`config.mk`:
```
export PLATFORM = sky130hd
export DESIGN_NAME = uart_rx
export DESIGN_NICKNAME = d
export VERILOG_FILES = /design/src/rtl/uart_rx.sv
export SDC_FILE = /design/constraint.sdc
export NUM_CORES = 1
export LEC_CHECK = 0
export CAP_MARGIN = 20
export CORE_MARGIN = 2
export CORE_UTILIZATION = 57
export CTS_CLUSTER_SIZE = 10
export DETAILED_ROUTE_END_ITERATION = 12
export PLACE_DENSITY = 0.8
export SLEW_MARGIN = 20
export SYNTH_ARGS = -nofsm -noshare
export SYNTH_HDL_FRONTEND = slang
export SYNTH_SLANG_ARGS = --single-unit
export TNS_END_PERCENT = 1
```
`constraint.sdc`:
```
create_clock -name clk_i -period 3.32 [get_ports clk_i]
set_input_delay 0.664 -clock clk_i [delete_from_list [all_inputs] [get_ports clk_i]]
set_output_delay 0.664 -clock clk_i [all_outputs]
set_load 0.01 [all_outputs]
```
`src/rtl/uart_rx.sv`:
```
// UART receiver: 8N1 frames, MSB-first data, oversampled line with a 2-flop synchronizer.
// A received byte is held with a valid/ack handshake; framing and overrun errors pulse for one cycle.
module uart_rx #(
    parameter int OVERSAMPLE = 16
) (
    input  logic       clk_i,
    input  logic       reset_i,
    input  logic       serial_in_i,
    input  logic       data_ack_i,
    output logic [7:0] data_out_o,
    output logic       data_valid_o,
    output logic       rx_busy_o,
    output logic       framing_error_o,
    output logic       overrun_o
);
    localparam int TW = (OVERSAMPLE > 1) ? $clog2(OVERSAMPLE) : 1;
    localparam logic [TW-1:0] TICK_HALF = TW'(OVERSAMPLE / 2 - 1);
    localparam logic [TW-1:0] TICK_LAST = TW'(OVERSAMPLE - 1);

    typedef enum logic [2:0] {IDLE, START, DATA, STOP, WAIT_HIGH} state_e;

    state_e        state_q, state_d;
    logic          sync1_q, rxs_q;
    logic [TW-1:0] tick_q, tick_d;
    logic [2:0]    bit_q, bit_d;
    logic [7:0]    shift_q, shift_d;
    logic [7:0]    dout_q, dout_d;
    logic          valid_q, valid_d;
    logic          fe_q, fe_d;
    logic          ovr_q, ovr_d;
    logic          good;

    always_ff @(posedge clk_i) begin
        if (reset_i) begin
            sync1_q <= 1'b1;
            rxs_q   <= 1'b1;
            state_q <= IDLE;
            tick_q  <= '0;
            bit_q   <= '0;
            shift_q <= '0;
            dout_q  <= '0;
            valid_q <= 1'b0;
            fe_q    <= 1'b0;
            ovr_q   <= 1'b0;
        end else begin
            sync1_q <= serial_in_i;
            rxs_q   <= sync1_q;
            state_q <= state_d;
            tick_q  <= tick_d;
            bit_q   <= bit_d;
            shift_q <= shift_d;
            dout_q  <= dout_d;
            valid_q <= valid_d;
            fe_q    <= fe_d;
            ovr_q   <= ovr_d;
        end
    end

    always_comb begin
        state_d = state_q;
        tick_d  = tick_q;
        bit_d   = bit_q;
        shift_d = shift_q;
        dout_d  = dout_q;
        valid_d = valid_q;
        fe_d    = 1'b0;
        ovr_d   = 1'b0;
        good    = 1'b0;

        case (state_q)
            IDLE: begin
                if (!rxs_q) begin
                    state_d = START;
                    tick_d  = '0;
                end
            end
            START: begin
                tick_d = tick_q + 1'b1;
                if (tick_q == TICK_HALF) begin
                    if (!rxs_q) begin
                        state_d = DATA;
                        tick_d  = '0;
                        bit_d   = '0;
                    end else begin
                        state_d = IDLE;
                    end
                end
            end
            DATA: begin
                tick_d = tick_q + 1'b1;
                if (tick_q == TICK_LAST) begin
                    shift_d = {shift_q[6:0], rxs_q};
                    tick_d  = '0;
                    bit_d   = bit_q + 3'd1;
                    if (bit_q == 3'd7) state_d = STOP;
                end
            end
            STOP: begin
                tick_d = tick_q + 1'b1;
                if (tick_q == TICK_LAST) begin
                    tick_d = '0;
                    if (rxs_q) begin
                        good    = 1'b1;
                        state_d = IDLE;
                    end else begin
                        fe_d    = 1'b1;
                        state_d = WAIT_HIGH;
                    end
                end
            end
            WAIT_HIGH: begin
                // A held-low line (break) must not be re-read as a stream of frames.
                if (rxs_q) state_d = IDLE;
            end
            default: state_d = IDLE;
        endcase

        // An ack in the landing cycle frees the holding register for the new byte.
        if (good) begin
            if (!valid_q || data_ack_i) begin
                dout_d  = shift_q;
                valid_d = 1'b1;
            end else begin
                ovr_d = 1'b1;
            end
        end else if (data_ack_i) begin
            valid_d = 1'b0;
        end
    end

    assign data_out_o      = dout_q;
    assign data_valid_o    = valid_q;
    assign rx_busy_o       = (state_q != IDLE);
    assign framing_error_o = fe_q;
    assign overrun_o       = ovr_q;
endmodule

```
==> run_results.csv, run 1 <==
group,metric,value,unit
detailed_routing,ant_nets,0,
timing,rsz0062_at_grt,"no",
worst_setup_path,worstPathArrival,1.70,ns
finish,postLayoutCellArea,0.00154,mm^2
placed_design,routabilityCongestion,0.842,
synth,synth_area,0.00132,mm^2
floorplanning,die_w,52.0,um
flow_run,cap_violations,0,
placed_design,detailed_place.area,0.00146,mm^2
finish,syn_to_final_growth,17.4,%
synth,synth_xor_area_frac,0.0190,
global_route,grt_usage,0.214,
timing,tightest_slew,0.541,ns
synth,synth_area_per_cell,9.07,um^2
synth,synth_top_area_frac,0.472,
clock_tree,cts.reportedPaths.clkPinSlew,0.10,ns
synth,synthSimpleGateAreaFrac,0.208,
min_path,min_path_type,"reg2reg",
floorplanning,dieArea,0.00271,mm^2
timing,drv_slew,0,
synth,postSynthCellCount,145,
clock_tree,cts.repair.resized,0,
timing,finClkSkew,0.0131,ns
worst_setup_path,crit_fanout,15,
synth,synth_enable_flop_cells,0,
finish,postLayoutCoreUtil,0.705,
worst_setup_path,cp-start-kind,"register",
power,p_leak,0.528,nW
synth,synth-compound-area-share,0.142,
detailed_routing,finalWirelength,2.44,mm
global_route,grt_pass1_vias,951,
worst_setup_path,crit_type,"reg2out",
synth,synth_cell_types,33,
global_route,grt_max_degree,18,
timing,final_hold_viol_count,0,
floorplanning,initial_utilization,0.600,
clock_tree,clockRootBuffer,"clkbuf_4",
synth,synthTopCellsByCount,"dfxtp_1, nand2_1, nor2_1",
synth,synth_top_family_by_area,"simple AND/OR/NAND/NOR gates",
timing,tns,0,ns
worst_setup_path,end_kind,"output port",
timing,min_period,2.37,ns
placed_design,dpl.cell_count,178,
power,power_density,458,mW/mm^2
clock_tree,cts_tree,"built",
clock_tree,cts_setup_buffers,0,
synth,synthMuxAreaShare,0.0837,
status,status,"finished clean",
timing,max_freq,422,MHz
finish,final_net_count,164,
synth,ys_seq_area_frac,0.472,
clock_tree,cts.sinks,31,
synth,synth_adder_area_share,0.0285,
timing,relSlewSlack,0.638,
clock_tree,hold_buffers,0,
power,irDropWorstVdd,0.000440,V
finish,diodes,0,
finish,drive_above_1_share,0.0949,
synth,yosysMostFrequentCell,"dfxtp_1",
synth,yosysWarnings,0,
global_route,antenna_found_initial,0,
placed_design,numPortBuffers,15,
synth,synth_top_area_cell,"dfxtp_1",
floorplanning,coreArea,0.00219,mm^2
detailed_routing,drtPass1Iterations,4,
global_route,gr-total-overflow,0,
clock_tree,cts_buffer_depth,2,
global_route,grt_pass1_wl,4.16,mm
detailed_routing,vias,1053,
detailed_routing,drt-initial-drc-count,16,
timing,setup_violations,0,
detailed_routing,avgViaCountPerCell,5.66,
worst_setup_path,rrSetupSlack,1.39,ns
synth,ys.flop_type,"dfxtp_1",
clock_tree,ctsHtreeMaxLevel,2,
floorplanning,die_h,52.0,um
timing,fin_crit_sh,0.713,
synth,ys_seq_elements,31,
floorplanning,row_count,17,
clock_tree,clk_latency,0.34,ns
synth,async_reset_ff_frac,0,
detailed_routing,drc,0,
floorplanning,top_level_ports,16,
worst_setup_path,crit_required,2.66,ns
synth,netlist_top_cells_area,"dfxtp_1, mux2i_1, nand2_1",
clock_tree,cts_buffers,5,
finish,finalNonFillerCells,186,
placed_design,dpl.hpwl,1.59,mm
synth,syn-num-nets,152,
detailed_routing,wl_per_cell,13.1,um
timing,hold_slack,0.417,ns
cell families after synthesis:
kind of cell / after synthesis
compound gates: 27
buf+inv: 13
fa+ha+maj: 3
xor+xnor: 2
simple gates: 58
mux: 11
flops: 31
through the flow:
step	power (mW)	setup WS (ns)
6_report	0.708	0.953
4_1_cts	0.712	0.956
3_3_place_gp	0.405	1.17
5_1_grt	0.731	0.894
3_5_place_dp	0.406	1.09
2_1_floorplan	0.398	1.72
worst max-delay path: stages, from the launching register on:
cell and delay, ns:
dfxtp_1 0.47, or3_1 0.41, clkdlybuf4s50_1 0.48
flip-flops by register name, indices dropped and copies added (netlist names):
signal / flops
data_out_o: 8
shift_q: 8
tick_q: 4
bit_q: 3
state_q: 3
data_valid_o: 1
framing_error_o: 1
overrun_o: 1
rxs_q: 1
sync1_q: 1
routing by layer:
metal,GRT usage,vias to the layer above,part of all wire
li1,-,527,-
met1,0.243,491,0.43
met2,0.350,29,0.49
met3,0.0862,6,0.068
met4,0.0921,0,0.018
met5,0,-,0
path summary, 6_finish.rpt:
path | start | end | depth (start not counted)
max | state_q[2] | rx_busy_o | 2
min | sync1_q | rxs_q | 1
max reg2reg | tick_q[0] | data_out_o[3] | 5
min reg2reg | sync1_q | rxs_q | 1
layout by cell type, fill, tap and decap left out, types with 3 or more instances in the layout:
cell type / count
a22oi_1: 4
ha_1: 3
nor3_1: 4
clkbuf_4: 5
nand2_1: 20
a21oi_1: 13
clkdlybuf4s50_1: 15
dfxtp_1: 31
nor2_1: 17
a211oi_1: 3
mux2i_1: 11
layout make-up:
| type | instances | area (um^2) |
|---|---|---|
| fill | 188 | 647 |
| inverter | 1 | 3.75 |
| clock inverter | 2 | 35.0 |
| tap | 28 | 35.0 |
| timing repair buffer | 17 | 165 |
| sequential | 31 | 621 |
| multi-input combinational | 101 | 633 |
| clock buffer | 6 | 51.3 |
power breakdown:
part / leakage (nW) / switching (mW) / internal, mW
registers: 0.250 / 0.00351 / 0.374
clock network: 0.0482 / 0.133 / 0.178
logic: 0.229 / 0.00994 / 0.00973
(Power assumes the default switching activity.)
==> run 2, diff against run 1 <==
--- a/config.mk
+++ b/config.mk
@@ -7,10 +7,10 @@
 export LEC_CHECK = 0
 export CAP_MARGIN = 20
 export CORE_MARGIN = 2
-export CORE_UTILIZATION = 57
+export CORE_UTILIZATION = 53
 export CTS_CLUSTER_SIZE = 10
 export DETAILED_ROUTE_END_ITERATION = 12
-export PLACE_DENSITY = 0.8
+export PLACE_DENSITY = 0.75
 export SLEW_MARGIN = 20
 export SYNTH_ARGS = -nofsm -noshare
 export SYNTH_HDL_FRONTEND = slang
==> constraint.sdc (replaced) <==
create_clock -name clk_i -period 2.4 [get_ports clk_i]
set_input_delay 0.48 -clock clk_i [delete_from_list [all_inputs] [get_ports clk_i]]
set_output_delay 0.48 -clock clk_i [all_outputs]
set_load 0.01 [all_outputs]
==> run_results.csv, run 2 (same netlist as run 1, synthesis figures left out) <==
group,metric,value,unit
detailed_routing,wl_per_cell,12.8,um
floorplanning,dieArea,0.00290,mm^2
worst_setup_path,crit_type,"reg2out",
timing,finClkSkew,0.0108,ns
power,power_frac_clock,0.392,
clock_tree,cts.sinks,31,
placed_design,routabilityCongestion,0.786,
detailed_routing,vias,1029,
clock_tree,hold_buffers,0,
clock_tree,clockRootBuffer,"clkbuf_4",
placed_design,dpl.cell_count,181,
global_route,grt_max_degree,22,
worst_setup_path,cp-start-kind,"register",
power,irDropWorstVdd,0.000508,V
worst_setup_path,worstPathArrival,1.63,ns
detailed_routing,drt-initial-drc-count,20,
status,status,"finished clean",
detailed_routing,avgViaCountPerCell,5.44,
clock_tree,ctsHtreeMaxLevel,2,
finish,syn_to_final_growth,17.1,%
timing,setup_violations,0,
clock_tree,cts_buffer_depth,2,
timing,drv_slew,0,
worst_setup_path,r2r-start,"tick_q[0]",
detailed_routing,drc,0,
floorplanning,initial_utilization,0.546,
clock_tree,cts_setup_buffers,0,
global_route,antenna_found_initial,0,
power,p_leak,0.522,nW
finish,final_cell_mix,"dfxtp_1, nand2_1, nor2_1",
detailed_routing,ant_nets,0,
finish,postLayoutCellArea,0.00154,mm^2
min_path,min_path_type,"reg2reg",
timing,max_freq,474,MHz
placed_design,detailed_place.area,0.00147,mm^2
floorplanning,top_level_ports,16,
power,combPwrFrac,0.030,
power,net-switching-power,0.202,mW
floorplanning,row_count,18,
global_route,grt_pass1_wl,4.06,mm
worst_setup_path,startpoint,"state_q[0]",
timing,tightest_slew,0.455,ns
finish,final_common_cell,"dfxtp_1",
floorplanning,die_w,53.8,um
clock_tree,cts_tree,"built",
finish,drive_above_1_share,0.101,
worst_setup_path,end_kind,"output port",
power,power_density,587,mW/mm^2
clock_tree,cts.reportedPaths.clkPinSlew,0.10,ns
flow_run,cap_violations,0,
worst_setup_path,crit_required,1.92,ns
finish,final_net_count,165,
timing,final_hold_viol_count,0,
timing,tns,0,ns
worst_setup_path,crit_fanout,12,
global_route,grt_usage,0.197,
finish,nFillCells,199,
min_path,hold_start,"sync1_q",
global_route,grt_pass1_vias,904,
placed_design,dpl.hpwl,1.63,mm
timing,relSlewSlack,0.697,
finish,finalNonFillerCells,189,
clock_tree,clk_latency,0.34,ns
clock_tree,cts_buffers,5,
finish,diodes,0,
timing,fin_crit_sh,0.879,
detailed_routing,finalWirelength,2.43,mm
timing,rsz0062_at_grt,"no",
power,p_int,0.702,mW
floorplanning,die_h,53.8,um
power,seqPwrFrac,0.578,
timing,min_period,2.11,ns
power,power_switching_share,0.224,
detailed_routing,drtPass1Iterations,4,
global_route,gr-total-overflow,0,
floorplanning,coreArea,0.00241,mm^2
placed_design,numPortBuffers,15,
clock_tree,cts.repair.resized,0,
run 2: cell count changes in the layout (fill, tap and decap cells not counted), sizes merged:
cell	previous run	this run
buf	2	3
bufinv	1	0
clkbuf	6	7
clkinv	1	0
clkinvlp	0	1
run 2: area by class of cell:
cell class / instances / area (um^2) / area share
multi-input cells: 101 / 633 / 0.411
repair buffers: 18 / 173 / 0.112
flip-flops and latches: 31 / 621 / 0.403
inverters: 1 / 3.75 / 0.00244
clock buffers: 7 / 65.1 / 0.0422
well taps: 30 / 37.5 / 0.0244
clock inverters: 1 / 7.51 / 0.00487
run 2: through the flow:
| step | utilization | total power, mW | setup slack (ns) | hold slack [ns] |
|---|---|---|---|---|
| 2_1_floorplan | - | 0.551 | 0.816 | 0.389 |
| 3_3_place_gp | 0.609 | 0.560 | 0.447 | 0.392 |
| 3_5_place_dp | 0.609 | 0.561 | 0.411 | 0.398 |
| 4_1_cts | 0.639 | 0.912 | 0.284 | 0.422 |
| 5_1_grt | 0.639 | 0.940 | 0.178 | 0.456 |
| 6_report | 0.639 | 0.904 | 0.289 | 0.420 |
run 2: routing by layer:
metal / routed length [um] / track usage / vias to the layer above
li1: - / - / 526
met1: 1140 / 0.256 / 477
met2: 1130 / 0.291 / 19
met3: 99 / 0.0528 / 7
met4: 60 / 0.115 / 0
met5: 0 / 0 / -
run 2: power by group through the flow:
| stage | clock [mW] | sequential (mW) | combinational [mW] |
|---|---|---|---|
| after global placement | 0 | 0.534 | 0.0265 |
| after floorplan | 0 | 0.531 | 0.0198 |
| after detailed placement | 0 | 0.534 | 0.0272 |
| final | 0.355 | 0.522 | 0.0272 |
| after global routing | 0.387 | 0.523 | 0.0297 |
| after CTS | 0.363 | 0.522 | 0.0272 |
run 2: path summary, 6_finish.rpt:
path / slack (ns) / cells after the start / to
worst min register to register: 0.42 / 1 / rxs_q
worst max register to register: 0.54 / 5 / data_out_o[0]
worst max-delay path: 0.29 / 2 / rx_busy_o
worst min-delay path: 0.42 / 1 / rxs_q
run 2: worst max-delay path: stages, from the launching register on:
cell and delay, ns:
dfxtp_1 0.42, or3_1 0.39, clkdlybuf4s50_1 0.48
